[config.mk]
export PLATFORM = sky130hd
export DESIGN_NAME = hazard_ctrl_unit
export DESIGN_NICKNAME = d
export VERILOG_FILES = /design/src/rtl/hazard_pkg.sv /design/src/rtl/fwd_sel.sv /design/src/rtl/hazard_ctrl_unit.sv
export SDC_FILE = /design/constraint.sdc
export NUM_CORES = 1
export LEC_CHECK = 0
export CAP_MARGIN = 20
export CORE_ASPECT_RATIO = 0.75
export CORE_MARGIN = 2
export CORE_UTILIZATION = 43
export DETAILED_ROUTE_END_ITERATION = 7
export GPL_TIMING_DRIVEN = 1
export PLACE_DENSITY = 0.76
export SLEW_MARGIN = 20
export SYNTH_ARGS = -nofsm -noshare
export SYNTH_HDL_FRONTEND = slang
export SYNTH_HIERARCHICAL = 1
export SYNTH_SLANG_ARGS = --single-unit
[constraint.sdc]
create_clock -name clk -period 3.5 [get_ports clk]
set_clock_uncertainty 0.1 [all_clocks]
set_input_delay 0.525 -clock clk [delete_from_list [all_inputs] [get_ports clk]]
set_output_delay 0.525 -clock clk [all_outputs]
set_load 0.05 [all_outputs]
[src/rtl/hazard_pkg.sv]
// Shared definitions for the pipeline hazard controller.
//   FWD_*      : EX operand forwarding select encodings
//   hz_state_e : memory-wait tracking states
package hazard_pkg;

  localparam logic [1:0] FWD_RF = 2'b00;  // operand from register file
  localparam logic [1:0] FWD_W  = 2'b01;  // operand from W-stage result
  localparam logic [1:0] FWD_M  = 2'b10;  // operand from M-stage ALU result

  typedef enum logic {
    RUN      = 1'b0,
    MEM_WAIT = 1'b1
  } hz_state_e;

endpackage

[src/rtl/fwd_sel.sv]
// Forwarding select for a single EX-stage source operand.
// Ports:
//   rs          : E-stage source register address
//   rd_m, rd_w  : M/W-stage destination register addresses
//   reg_write_m : M-stage instruction writes the register file
//   reg_write_w : W-stage instruction writes the register file
//   sel         : FWD_RF / FWD_W / FWD_M
module fwd_sel
  import hazard_pkg::*;
#(
  parameter int REG_AW = 5
) (
  input  logic [REG_AW-1:0] rs,
  input  logic [REG_AW-1:0] rd_m,
  input  logic [REG_AW-1:0] rd_w,
  input  logic              reg_write_m,
  input  logic              reg_write_w,
  output logic [1:0]        sel
);

  // x0 is hard-wired to zero, so a write to it is never a forwarding source.
  // M is checked first: it holds the younger, more recent value.
  always_comb begin
    sel = FWD_RF;
    if (reg_write_m && (rd_m != '0) && (rd_m == rs)) begin
      sel = FWD_M;
    end else if (reg_write_w && (rd_w != '0) && (rd_w == rs)) begin
      sel = FWD_W;
    end
  end

endmodule

[src/rtl/hazard_ctrl_unit.sv]
// Hazard controller for a 5-stage (F/D/E/M/W) RISC-V pipeline.
// Produces EX forwarding selects, load-use stalls, branch flushes and
// data-memory wait stalls; tracks memory waits with a timeout flag and keeps
// saturating stall/flush performance counters.
// Ports:
//   clk, rst            : clock (rising edge), asynchronous active-high reset
//   Rs_D, Rs_E          : D/E-stage source registers, src i at [i*REG_AW +: REG_AW]
//   RD_E, LoadE, PCSrcE : E-stage destination, load flag, branch taken
//   RD_M, RegWriteM     : M-stage destination and write enable
//   MemReqM, mem_ready  : M-stage data-memory request and completion
//   RD_W, RegWriteW     : W-stage destination and write enable
//   ForwardE            : per-source forwarding select (2 bits each)
//   StallF/D/E/M        : hold PC, IF/ID, ID/EX, EX/MEM
//   FlushD/E/W          : clear IF/ID, ID/EX, MEM/WB
//   err_tmo             : sticky memory-wait timeout
//   stall_cnt/flush_cnt : saturating counts of StallF cycles / branch flushes
module hazard_ctrl_unit
  import hazard_pkg::*;
#(
  parameter int REG_AW  = 5,
  parameter int NUM_SRC = 2,
  parameter int TMO_W   = 8,
  parameter int MEM_TMO = 200,
  parameter int CNT_W   = 16
) (
  input  logic                      clk,
  input  logic                      rst,
  input  logic [NUM_SRC*REG_AW-1:0] Rs_D,
  input  logic [NUM_SRC*REG_AW-1:0] Rs_E,
  input  logic [REG_AW-1:0]         RD_E,
  input  logic                      LoadE,
  input  logic                      PCSrcE,
  input  logic [REG_AW-1:0]         RD_M,
  input  logic                      RegWriteM,
  input  logic                      MemReqM,
  input  logic                      mem_ready,
  input  logic [REG_AW-1:0]         RD_W,
  input  logic                      RegWriteW,
  output logic [NUM_SRC*2-1:0]      ForwardE,
  output logic                      StallF,
  output logic                      StallD,
  output logic                      StallE,
  output logic                      StallM,
  output logic                      FlushD,
  output logic                      FlushE,
  output logic                      FlushW,
  output logic                      err_tmo,
  output logic [CNT_W-1:0]          stall_cnt,
  output logic [CNT_W-1:0]          flush_cnt
);

  // ---------------------------------------------------------------- forwarding
  logic [NUM_SRC*2-1:0] fwd_raw;

  for (genvar g = 0; g < NUM_SRC; g++) begin : g_fwd
    fwd_sel #(.REG_AW(REG_AW)) u_fwd_sel (
      .rs          (Rs_E[g*REG_AW +: REG_AW]),
      .rd_m        (RD_M),
      .rd_w        (RD_W),
      .reg_write_m (RegWriteM),
      .reg_write_w (RegWriteW),
      .sel         (fwd_raw[g*2 +: 2])
    );
  end

  assign ForwardE = rst ? '0 : fwd_raw;

  // ---------------------------------------------------------- hazard detection
  logic mem_wait;
  logic load_use;
  logic branch;

  assign mem_wait = MemReqM & ~mem_ready;

  always_comb begin
    load_use = 1'b0;
    for (int i = 0; i < NUM_SRC; i++) begin
      if (LoadE && (RD_E != '0) && (RD_E == Rs_D[i*REG_AW +: REG_AW])) begin
        load_use = 1'b1;
      end
    end
  end

  // While memory is stalled the taken branch sits frozen in ID/EX, so the
  // redirect is simply applied on the first cycle the wait ends.
  assign branch = PCSrcE & ~mem_wait;

  // Priority: memory wait freezes everything up to M; a taken branch discards
  // the wrong-path D instruction, making any load-use stall on it pointless.
  always_comb begin
    // NOTE: every output is defaulted before the priority chain so that no path
    // leaves one unassigned -- otherwise synthesis infers a latch.
    StallF = 1'b0;
    StallD = 1'b0;
    StallE = 1'b0;
    StallM = 1'b0;
    FlushD = 1'b0;
    FlushE = 1'b0;
    FlushW = 1'b0;
    if (!rst) begin
      if (mem_wait) begin
        StallF = 1'b1;
        StallD = 1'b1;
        StallE = 1'b1;
        StallM = 1'b1;
        FlushW = 1'b1;  // M is frozen; keep a bubble flowing into W
      end else if (branch) begin
        FlushD = 1'b1;
        FlushE = 1'b1;
      end else if (load_use) begin
        StallF = 1'b1;
        StallD = 1'b1;
        FlushE = 1'b1;
      end
    end
  end

  // ------------------------------------------------------- memory-wait tracker
  hz_state_e        state, state_nxt;
  logic [TMO_W-1:0] wcnt, wcnt_nxt;
  logic             tmo_hit;
  logic             err_q;

  // NOTE: sequential state uses non-blocking assignments so every register
  // samples pre-edge values regardless of block evaluation order.
  always_ff @(posedge clk or posedge rst) begin
    if (rst) begin
      state <= RUN;
      wcnt  <= '0;
    end else begin
      state <= state_nxt;
      wcnt  <= wcnt_nxt;
    end
  end

  // wcnt counts cycles since the request started: the first (RUN) cycle
  // loads 1, so wcnt==MEM_TMO falls on wait cycle MEM_TMO+1.
  always_comb begin
    state_nxt = state;
    wcnt_nxt  = wcnt;
    case (state)
      RUN: begin
        if (mem_wait) begin
          state_nxt = MEM_WAIT;
          wcnt_nxt  = TMO_W'(1);
        end
      end
      MEM_WAIT: begin
        if (mem_ready) begin
          state_nxt = RUN;
          wcnt_nxt  = '0;
        end else if (wcnt != '1) begin
          wcnt_nxt = wcnt + 1'b1;
        end
      end
      default: begin
        state_nxt = RUN;
        wcnt_nxt  = '0;
      end
    endcase
  end

  assign tmo_hit = (state == MEM_WAIT) && (wcnt == TMO_W'(MEM_TMO));

  always_ff @(posedge clk or posedge rst) begin
    if (rst) begin
      err_q <= 1'b0;
    end else if (tmo_hit) begin
      err_q <= 1'b1;
    end
  end

  // The flag is visible on the very cycle the timeout is reached, then held
  // by err_q until reset.
  assign err_tmo = ~rst & (err_q | tmo_hit);

  // ------------------------------------------------------ performance counters
  // FlushD is raised only by a taken branch, so it marks branch-caused flushes.
  always_ff @(posedge clk or posedge rst) begin
    if (rst) begin
      stall_cnt <= '0;
      flush_cnt <= '0;
    end else begin
      if (StallF && (stall_cnt != '1)) begin
        stall_cnt <= stall_cnt + 1'b1;
      end
      if (FlushD && (flush_cnt != '1)) begin
        flush_cnt <= flush_cnt + 1'b1;
      end
    end
  end

endmodule

Yosys cells after proc, flatten, opt, wreduce, memory -nomap -nowiden

Index checks and enable logic that the tools add are counted.

Bits of input ports: 43
Output and inout port bits: 44
Word-level logic and storage cells: 69
Bits in registers: 42

Muxes and demuxes: 25
Add/sub/neg operators: 3
Bitwise operators: 8
Reductions and logical operators: 16
Equal/unequal tests: 12

Operators by type and width:

| cell                                                             | count |
|---|---|
| 16-bit by 1-bit adder with 16-bit output (second input constant) | 2 |
| 16-bit != test (second input constant)                           | 2 |
| 5-bit == test                                                    | 6 |
| 8-bit two-way mux                                                | 3 |
| 1-bit two-way mux                                                | 17 |
| 8-bit one-hot mux with 2 select lines                            | 1 |
| 5-bit nonzero test                                               | 3 |
| 1-bit logical AND                                                | 12 |
| 8-bit by 1-bit adder with 8-bit output (second input constant)   | 1 |
| 8-bit == test (second input constant)                            | 1 |
| 8-bit != test (second input constant)                            | 1 |
| 2-bit two-way mux                                                | 2 |
| 4-bit two-way mux                                                | 1 |
| 1-bit inverter                                                   | 4 |
| 1-bit bitwise AND                                                | 3 |
| 3-bit by 2-bit != test with 1-bit output (second input constant) | 1 |
| 2-bit != test (second input constant)                            | 1 |
| 1-bit one-hot mux with 2 select lines                            | 1 |
| 2-bit AND reduction                                              | 1 |
| 1-bit bitwise OR                                                 | 1 |

Longest topological paths before layout

Word-level depth: 10
Mapped depth: 8
Depth with buffers taken out: 7

Hierarchy

The synthesis kept the hierarchy.

Modules (own cells, without submodules):

| module           | area each (µm²) | sequential area each (µm²) | instances | cells each |
|---|---|---|---|---|
| hazard_ctrl_unit | 2336.0          | 1051.0                     | 1         | 231 |
| fwd_sel          | 151.4           | 0.0                        | 2         | 20 |

Least setup slack after synthesis

OpenSTA, ideal clock, no wires.

Path kind: input-to-reg
Start point: in rst
End point: reg flush_cnt[15]
Data required time: 3.318 ns
Arrival: 2.939 ns
Library setup time: 0.082 ns
Stages on the path: 8
Slack: 0.379 ns
Buffers on the path: 1
Cell sequence: buf_2 > inv_1 > nand3_1 > inv_1 > and4_1 > nand3_1 > nor2_1 > xor2_1

Cells in the longest elaborated chain, start to end: 2

RTL lines:

| element                | line                    | text |
|---|---|---|
| start: declaration     | hazard_ctrl_unit.sv:27  | `input logic rst,` |
| 1-bit two-way mux      | hazard_ctrl_unit.sv:100 | `if (!rst) begin` |
| named net FlushD       | hazard_ctrl_unit.sv:44  | `output logic FlushD,` |
| 1-bit logical AND      | hazard_ctrl_unit.sv:187 | `if (FlushD && (flush_cnt != '1)) begin` |
| end signal: assignment | hazard_ctrl_unit.sv:188 | `flush_cnt <= flush_cnt + 1'b1;` |
| end: declaration       | hazard_ctrl_unit.sv:49  | `output logic [CNT_W-1:0] flush_cnt` |

The timed path passes the listed nets, and every way through them passes these cells.
A chain may end at the register's enable or synchronous reset.

Worst setup path after layout

Start point: in RD_M[0]
End point: out ForwardE[3]

Cells in the longest elaborated chain, start to end: 5
Elaborated cells on any way between the ends: 6
Those cells by class: eq/ne: 1; mux: 2; reduce/logical: 3

RTL lines:

| element              | line                   | text |
|---|---|---|
| start: declaration   | hazard_ctrl_unit.sv:33 | `input logic [REG_AW-1:0] RD_M,` |
| 5-bit nonzero test   | fwd_sel.sv:25          | `if (reg_write_m && (rd_m != '0) && (rd_m == rs)) begin` |
| 1-bit logical AND    | fwd_sel.sv:25          |  |
| 1-bit logical AND *  | fwd_sel.sv:25          |  |
| 2-bit two-way mux *  | fwd_sel.sv:25          |  |
| named net fwd_raw[3] | hazard_ctrl_unit.sv:53 | `logic [NUM_SRC*2-1:0] fwd_raw;` |
| 4-bit two-way mux *  | hazard_ctrl_unit.sv:66 | `assign ForwardE = rst ? '0 : fwd_raw;` |
| end: declaration     | hazard_ctrl_unit.sv:39 | `output logic [NUM_SRC*2-1:0] ForwardE,` |

The timed path passes the listed nets; every way through them passes the cells marked *.

==> results_dict.tcl <==
set metrics [dict create \
    rsz0062_at_grt "no" \
    critical_path_buf_inv_count 2 \
    finalSetupTns_ps 0 \
    crit_path_frequent_cell "clkdlybuf4s50_1" \
    synth_top_cell_by_area "dfrtp_1" \
    root_buffer "clkbuf_8" \
    grt_start_max_net_pins 24 \
    leakagePower_nw 1.53 \
    die_area_um2 6790 \
    clock_path_buffers 2 \
    p_total_mw 1.51 \
    p_clk_frac 0.198 \
    postSynthAreaPerCell_um2 9.74 \
    wl_per_cell_um 14.4 \
    antenna_cells 0 \
    maxSlewHeadroom 0.541 \
    fmax_mhz 311 \
    antenna_found_initial 0 \
    switching_power_uw 595 \
    cts_resized 0 \
    start_kind "primary input" \
    synth_edf_count 0 \
    crit_chain "clkdlybuf4s50_1, xnor2_1, nand2_1, a211oi_2, nor2b_1, clkdlybuf4s50_1" \
    end_kind "output port" \
    numClockSinks 42 \
    globalplace.congestion 0.882 \
    crit_slowest_cell "clkdlybuf4s50_1" \
    dp_cells 431 \
    cts_tree "done" \
    wirelength_um 6320 \
    finalMaxSlewViolations 0 \
    start_util 0.451 \
    htreeDepth 2 \
    post_cts_buffers 0 \
    first_global_vias 2223 \
    layout-drive-gt1-share 0.122 \
    hold_violations 0 \
    synth-seq-cells 42 \
    hp-class "register to register" \
    slowest_delay_ps 810 \
    route.detailed.drc 0 \
    worstMarginPinSlew_ps 686 \
    holdWs_ps 364 \
    grt_usage 0.195 \
    rows 24 \
    max_cap_viol_count 0 \
    ios 87 \
    synthTopCellsByArea "dfrtp_1, xnor2_1, xor2_1" \
    drt-pass1-iter-count 4 \
    vdd.ir_drop.worst_mv 0.430 \
    final_cells 438 \
    sequentialPowerShare 0.414 \
    p_int_uw 914 \
    area.growth.synth_to_final_pct 38.5 \
    die_w_um 94.5 \
    seq_area_frac_synth 0.398 \
    vias_per_cell 5.16 \
    nets 407 \
    crit_fanout 4 \
    status "finished clean" \
    arrival_ps 2590 \
    cts-buffers-inserted 5 \
    cp_top_family "buffers and inverters" \
    period_needed_ps 3210 \
    die_h_um 71.8 \
    setup_violations 0 \
    clk_transition_reported_paths_ps 70 \
    fp.coreArea_um2 5860 \
    ys_warn_count 6 \
    fillCellCount 508 \
    cts_hold_buf 0 \
    drtAntennaViolNets 0 \
    port_buffers 86 \
    syn_inst 271 \
    p_comb_frac 0.388 \
    swShare 0.394 \
    fin_crit_sh 0.918 \
    grt_pass1_wl_um 10500 \
    syn-cell-area_um2 2640 \
    final_common_cell "clkdlybuf4s50_1" \
    critical_path_required_ps 2870 \
    final_cell_mix "clkdlybuf4s50_1, dfrtp_1, xnor2_1" \
    synthArstFlopShare 1.00 \
    synth_fp_nets 318 \
    drtIter0Drc 69 \
    ys_types 45 \
    netlist.area_leader.share 0.398 \
    place_hpwl_um 4990 \
    ys.flop_type "dfrtp_1" \
    worstSkewPairLatency_ps 290 \
    final_util 0.624 \
    overflow 0 \
    worstSetupPathType "primary input to output port" \
    power.density_nw_per_um2 413 \
    vias 2262 \
]
## cell type report
type,instances,area [um^2],share of cell area
multi-input cells,215,1510,0.414
flip-flops and latches,42,1050,0.288
repair buffers,89,888,0.243
well taps,78,97.6,0.0267
clock buffers,5,68.8,0.0188
inverters,7,26.3,0.00719
clock inverters,2,10.0,0.00274
## final timing paths
path,start,end,slack [ps],depth (start not counted)
worst max register to register,stall_cnt[3],stall_cnt[1],960,6
min in group asynchronous,rst,stall_cnt[3],820,3
worst max-delay path,RD_M[0],ForwardE[3],290,6
worst min register to register,err_q,err_q,360,1
worst min-delay path,err_q,err_q,360,1
max in group asynchronous,rst,wcnt[1],2220,3
## cells in the mapped netlist (2+ instances only)
master,n
dfrtp_1,42
xnor2_1,30
xor2_1,23
nand2_1,21
nor2_1,21
and3_1,16
o21ai_0,15
nand3_1,14
nand4_1,10
nand3_2,8
inv_1,7
nor2b_1,7
nor3_1,7
buf_4,4
ha_1,4
a21oi_1,3
a31oi_1,3
and4_1,3
nor3_2,3
a211oi_2,2
and2_1,2
nor4_1,2
o41ai_2,2
## routing by layer
layer,GRT usage,share of wire,up-vias
met5,0,0,-
met4,0.0499,0.012,0
met3,0.0421,0.043,9
met2,0.311,0.47,52
met1,0.273,0.47,1077
li1,-,-,1124
## registers in the layout (all words and copies together) (netlist names)
signal     count
err_q          1
stall_cnt     16
state          1
flush_cnt     16
wcnt           8
## metrics by stage
step | worst slack [ps] | area, um^2
floorplan | 379 | 2640
finish | 286 | 3650
global placement | 340 | 3570
CTS | 285 | 3650
detailed placement | 293 | 3570
global route | 174 | 3650
## worst reg2reg max path: stages (launching register included)
cell	delay (ps)
dfrtp_1	430
and3_1	220
and3_1	230
and2_4	200
nand4_1	550
nand2_1	350
mux2_1	350
## kinds of logic (layout without fill, tap and decap cells)
logic type	Yosys count	after routing	share of synthesized area
and+or+nand+nor	123	123	0.272
xor gates and xnor gates	53	53	0.176
DFF	42	42	0.398
AOI/OAI and AO/OA	32	32	0.0915
buffers and inverters	14	103	0.0289
adders and majority gates	4	4	0.0190
muxes	3	3	0.0142
## power by group through the flow
stage,Sequential [mW],Combinational (mW),Clock [mW]
3_5_place_dp,0.635,0.589,0
4_1_cts,0.625,0.591,0.309
2_1_floorplan,0.812,0.173,0
6_report,0.625,0.585,0.299
5_1_grt,0.638,0.621,0.332
3_3_place_gp,0.630,0.578,0
Note: power is estimated with default switching activity, not from simulation.
